--- src/rtl/sample_sum_accumulator.sv ---
// Serial group accumulator: sums NSAMP unsigned DW-bit samples and presents the sum on a valid/ready port.
// Optional feature macro SUM_AVG_EN adds a registered out_avg (sum >> log2(NSAMP), truncated).
module sample_sum_accumulator #(
    parameter int DW    = 8,
    parameter int NSAMP = 8,
    localparam int SW   = DW + $clog2(NSAMP)
) (
    input  logic          clk,
    input  logic          reset,
    input  logic          clear,
    input  logic          in_valid,
    output logic          in_ready,
    input  logic [DW-1:0] in_data,
    output logic          out_valid,
    input  logic          out_ready,
    output logic [SW-1:0] out_sum,
    output logic          busy
`ifdef SUM_AVG_EN
    ,
    output logic [DW-1:0] out_avg
`endif
);

    localparam int LG = $clog2(NSAMP);
    localparam int CW = LG + 1;
    localparam logic [CW-1:0] LAST_CNT = CW'(NSAMP - 1);

    typedef enum logic [1:0] {
        S_IDLE  = 2'd0,
        S_ACCUM = 2'd1,
        S_DONE  = 2'd2
    } state_t;

    // Handshake: a transfer happens on a rising edge where valid && ready.
    // in_ready depends on state only; out_valid is a flop, so neither side
    // sees a combinational path from the other's control signals.
    state_t        state_q, state_d;
    logic [SW-1:0] acc_q, acc_d;
    logic [CW-1:0] cnt_q, cnt_d;
    logic [SW-1:0] out_sum_q, out_sum_d;
    logic          out_valid_q, out_valid_d;
    logic [SW-1:0] sum_next;
    logic          beat;

    assign in_ready = (state_q != S_DONE);
    assign beat     = in_valid && in_ready;
    assign sum_next = acc_q + SW'(in_data);

    always_comb begin
        state_d     = state_q;
        acc_d       = acc_q;
        cnt_d       = cnt_q;
        out_sum_d   = out_sum_q;
        out_valid_d = out_valid_q;
        if (clear) begin
            // Abort wins over any beat or output handshake; out_sum keeps its last value.
            state_d     = S_IDLE;
            acc_d       = '0;
            cnt_d       = '0;
            out_valid_d = 1'b0;
        end else begin
            case (state_q)
                S_IDLE: begin
                    if (beat) begin
                        acc_d   = SW'(in_data);
                        cnt_d   = CW'(1);
                        state_d = S_ACCUM;
                    end
                end
                S_ACCUM: begin
                    if (beat) begin
                        acc_d = sum_next;
                        cnt_d = cnt_q + CW'(1);
                        if (cnt_q == LAST_CNT) begin
                            out_sum_d   = sum_next;
                            out_valid_d = 1'b1;
                            state_d     = S_DONE;
                        end
                    end
                end
                S_DONE: begin
                    if (out_ready) begin
                        out_valid_d = 1'b0;
                        acc_d       = '0;
                        cnt_d       = '0;
                        state_d     = S_IDLE;
                    end
                end
                default: begin
                    state_d     = S_IDLE;
                    acc_d       = '0;
                    cnt_d       = '0;
                    out_valid_d = 1'b0;
                end
            endcase
        end
    end

    always_ff @(posedge clk or posedge reset) begin
        if (reset) begin
            state_q     <= S_IDLE;
            acc_q       <= '0;
            cnt_q       <= '0;
            out_sum_q   <= '0;
            out_valid_q <= 1'b0;
        end else begin
            state_q     <= state_d;
            acc_q       <= acc_d;
            cnt_q       <= cnt_d;
            out_sum_q   <= out_sum_d;
            out_valid_q <= out_valid_d;
        end
    end

    assign out_sum   = out_sum_q;
    assign out_valid = out_valid_q;
    assign busy      = (state_q != S_IDLE);

`ifdef SUM_AVG_EN
    logic [DW-1:0] out_avg_q, out_avg_d;

    // Mean is captured on the same edge as out_sum; the shift truncates.
    always_comb begin
        out_avg_d = out_avg_q;
        if (!clear && state_q == S_ACCUM && beat && cnt_q == LAST_CNT) begin
            out_avg_d = sum_next[SW-1:LG];
        end
    end

    always_ff @(posedge clk or posedge reset) begin
        if (reset) begin
            out_avg_q <= '0;
        end else begin
            out_avg_q <= out_avg_d;
        end
    end

    assign out_avg = out_avg_q;
`endif

endmodule

--- config.mk ---
export PLATFORM = sky130hd
export DESIGN_NAME = sample_sum_accumulator
export DESIGN_NICKNAME = d
export VERILOG_FILES = /design/src/rtl/sample_sum_accumulator.sv
export SDC_FILE = /design/constraint.sdc
export NUM_CORES = 1
export LEC_CHECK = 0
export ABC_AREA = 1
export CAP_MARGIN = 20
export CELL_PAD_IN_SITES_DETAIL_PLACEMENT = 0
export CELL_PAD_IN_SITES_GLOBAL_PLACEMENT = 1
export CORE_MARGIN = 2
export CORE_UTILIZATION = 39
export CTS_CLUSTER_DIAMETER = 200
export DETAILED_ROUTE_END_ITERATION = 6
export GPL_ROUTABILITY_DRIVEN = 0
export PLACE_DENSITY_LB_ADDON = 0.05
export SLEW_MARGIN = 10
export SYNTH_ARGS = -nofsm -noshare
export SYNTH_HDL_FRONTEND = slang
export SYNTH_SLANG_ARGS = --single-unit
--- constraint.sdc ---
create_clock -name clk -period 2.11 [get_ports clk]
set_input_delay 0.422 -clock clk [delete_from_list [all_inputs] [get_ports clk]]
set_output_delay 0.422 -clock clk [all_outputs]
set_load 0.02 [all_outputs]
==> summary.txt <==
STA
  • Worst setup margin: 0.165 ns
  • Max Fclk: 514 MHz
  • RSZ-0062 raised after global routing: no
  • Setup TNS: 0 ns
  • Setup Skew: 0.00716 ns
  • Min cycle time layout: a little under 2 ns
  • Fin crit share: 0.922
  • Max-slew violation count: 0
  • Finish-stage setup viols: 0
  • Final Hold Viols: 0
  • Slew @ Worst Pin: 0.384 ns
  • Max-slew headroom: 0.744

Power
  • Worst VDD drop: 0.331 mV
  • Pwr/cell area: 685 nW/µm²
  • P_leak: 1.18 nW
  • Power Total: 1.52 mW

CTS
  • CTS tree: built
  • Number of buffers created by CTS: 5
  • CTS max path bufs: 2
  • Hold-fix buffers, CTS: 0
  • Root buffer cell: clkbuf_8
  • H-tree depth: 2
  • Clk pin slew, worst setup/hold paths: 0.06 ns
  • Clock latency on the worst-skew pair: 0.28 ns
  • Post-CTS Setup Repair Bufs: 0
  • Clock net sink count: 29

Synth
  • Yosys reg bits: 29
  • Top-area cell type share of the netlist area: 0.413
  • Largest cells by area after synthesis: dfrtp_1, nand2_1, nand3_1
  • Syn Inst Count: 240
  • Synth warn: 0
  • Synth Cell Area: 1760 µm²
  • Post-synthesis sequential area ratio: 0.413
  • Synth area leader: dfrtp_1
  • Mean Syn Cell Area: 7.33 µm²
  • Distinct cells, synth: 28
  • Syn nets: 263

Final layout
  • Final core occ: 0.508
  • Commonest non-fill, non-tap cell in the layout: nand2_1
  • Final-layout fill cell count: 464
  • Commonest non-fill, non-tap cells in the layout: nand2_1, nand3_1, dfrtp_1, clkdlybuf4s50_1, inv_1
  • Register Area: 726 µm²
  • Layout cell share with drive strength beyond 1: 0.104
  • Multi-input gate area: 910 µm²
  • Nets: 301
  • Diodes inserted: 0
  • Area growth from synthesis to layout: 25.7%

Route
  • First-pass DRT Iterations: 4
  • Routed WL per cell: roughly 12 µm
  • Drt via density: just under 5
  • Drc violations: 0
  • Vias: between 1,500 and 2,000
  • Routed Antenna Nets: 0
  • Iter 0 DRT Violations: 62
  • Routed wire length: slightly above 4000 µm

Global route
  • Antenna violations before repair: 0
  • Global-route wire length before repair: roughly 7400 µm
  • Largest net degree at the start of global routing: 30
  • Gr usage total: 0.186
  • Grt ovf: 0
  • Vias in the first global route: 1,587

Worst setup path
  • CP max FO: 3
  • Cell mode on critical path: nand2_1
  • R2r setup slk: 0.35 ns
  • Critical path's slowest cell: clkdlybuf4s50_1
  • Crit Path Class: in2reg
  • Ordered list of cells on the worst path: clkdlybuf4s50_1, ha_2, fa_1, nand2_1, nand2_1, nand3b_1, nand2_2, nand2_1, nand3_1, nand3_1, nand2_1
  • Crit-path max cell delay: 0.43 ns
  • Critical path startpoint category: primary input
  • Arrival time worst endpoint: 2.11 ns
  • Worst Path Required: 2.27 ns
  • Kind of end point of the critical path: register

Floorplan
  • Cell Rows: 24
  • Starting Density: 0.404
  • Die area: ~5100 µm²
  • Die H: 71.2 µm
  • Core ar.: ~4400 µm²
  • Die width: approximately 70 µm
  • # IOs: 27

Place
  • Dpl hpwl: 2920 µm
  • I/O Buffers: 26
  • DP Worst Slack: -0.181 ns

Flow run
  • Max-cap violations: 0

Min path
  • Hold Path Class: reg2reg

Outcome
  • Status: finished clean
-- flip-flops by register name, indices dropped and copies added, names as in the netlist --
name / flops
out_valid: 1
acc_q: 11
cnt_q: 4
state_q: 2
out_sum: 11
-- cells by family after synthesis --
kind of cell,Yosys count,synth area share
buffers and inverters,31,0.0733
DFF,29,0.413
AOI/OAI and AO/OA,18,0.0605
xor gates and xnor gates,2,0.00996
and+or+nand+nor,150,0.368
adders and majority gates,10,0.0754
-- cell usage after synthesis --
cell	count
nand2_1	97
nand3_1	33
dfrtp_1	29
inv_1	22
ha_1	9
nor2_1	7
a21oi_1	6
inv_2	6
o21ai_0	6
nand2_2	3
a22o_1	2
nand3b_1	2
nor2_4	2
or2_1	2
a211oi_1	1
a21o_1	1
and2_1	1
buf_2	1
buf_4	1
buf_6	1
fa_1	1
nor2_2	1
nor3_1	1
o21bai_1	1
o22ai_1	1
or2_2	1
xnor2_1	1
xor2_1	1
-- area by class of cell --
type                            instances  area share
Clock buffer                            7      0.0390
Timing Repair Buffer                   34       0.145
Inverter                               28      0.0475
Tap cell                               52      0.0294
Multi-Input combinational cell        180       0.411
Sequential cell                        29       0.328
-- stage by stage --
step | instances | cell area (µm²) | hold WS (ns)
floorplan | 240 | 1760 | 0.453
global placement | 323 | 2120 | 0.454
CTS | 330 | 2210 | 0.474
global route | 330 | 2210 | 0.494
finish | 330 | 2210 | 0.467
detailed placement | 323 | 2120 | 0.458
-- report_power, final --
part | total, mW | internal (mW) | switching [mW]
Sequential | 0.624 | 0.596 | 0.0280
Combinational | 0.427 | 0.183 | 0.244
Clock | 0.465 | 0.258 | 0.207
Total | 1.52 | 1.04 | 0.478
-- critical path: cells and delay by family --
kind | cells | cell delay [ns]
fa+ha+maj | 2 | 0.57
buf+inv | 1 | 0.43
simple gates | 8 | 0.67
-- worst paths after layout --
path | startpoint | end | cells past startpoint
setup / recovery | in_data[0] | out_sum[8] | 11
hold / removal | out_sum[1] | out_sum[1] | 2
setup reg to reg | acc_q[0] | out_sum[8] | 10
hold reg to reg | out_sum[1] | out_sum[1] | 2
max in group asynchronous | reset | out_sum[7] | 3
min in group asynchronous | reset | out_sum[1] | 3
-- per-layer routing --
| layer | wire (µm) | up-vias | track usage |
|---|---|---|---|
| met5 | 0 | - | 0 |
| met4 | 57 | 0 | 0.0587 |
| met3 | 227 | 6 | 0.0484 |
| met2 | 1760 | 37 | 0.281 |
| met1 | 2010 | 711 | 0.261 |
| li1 | - | 841 | - |
-- repair_timing --
action | CTS | global route
resized for setup | 0 | 2
hold endpoints to repair | 0 | 0
endpoints found under the setup margin | 0 | 5
Power figures use the tool's default switching activity.
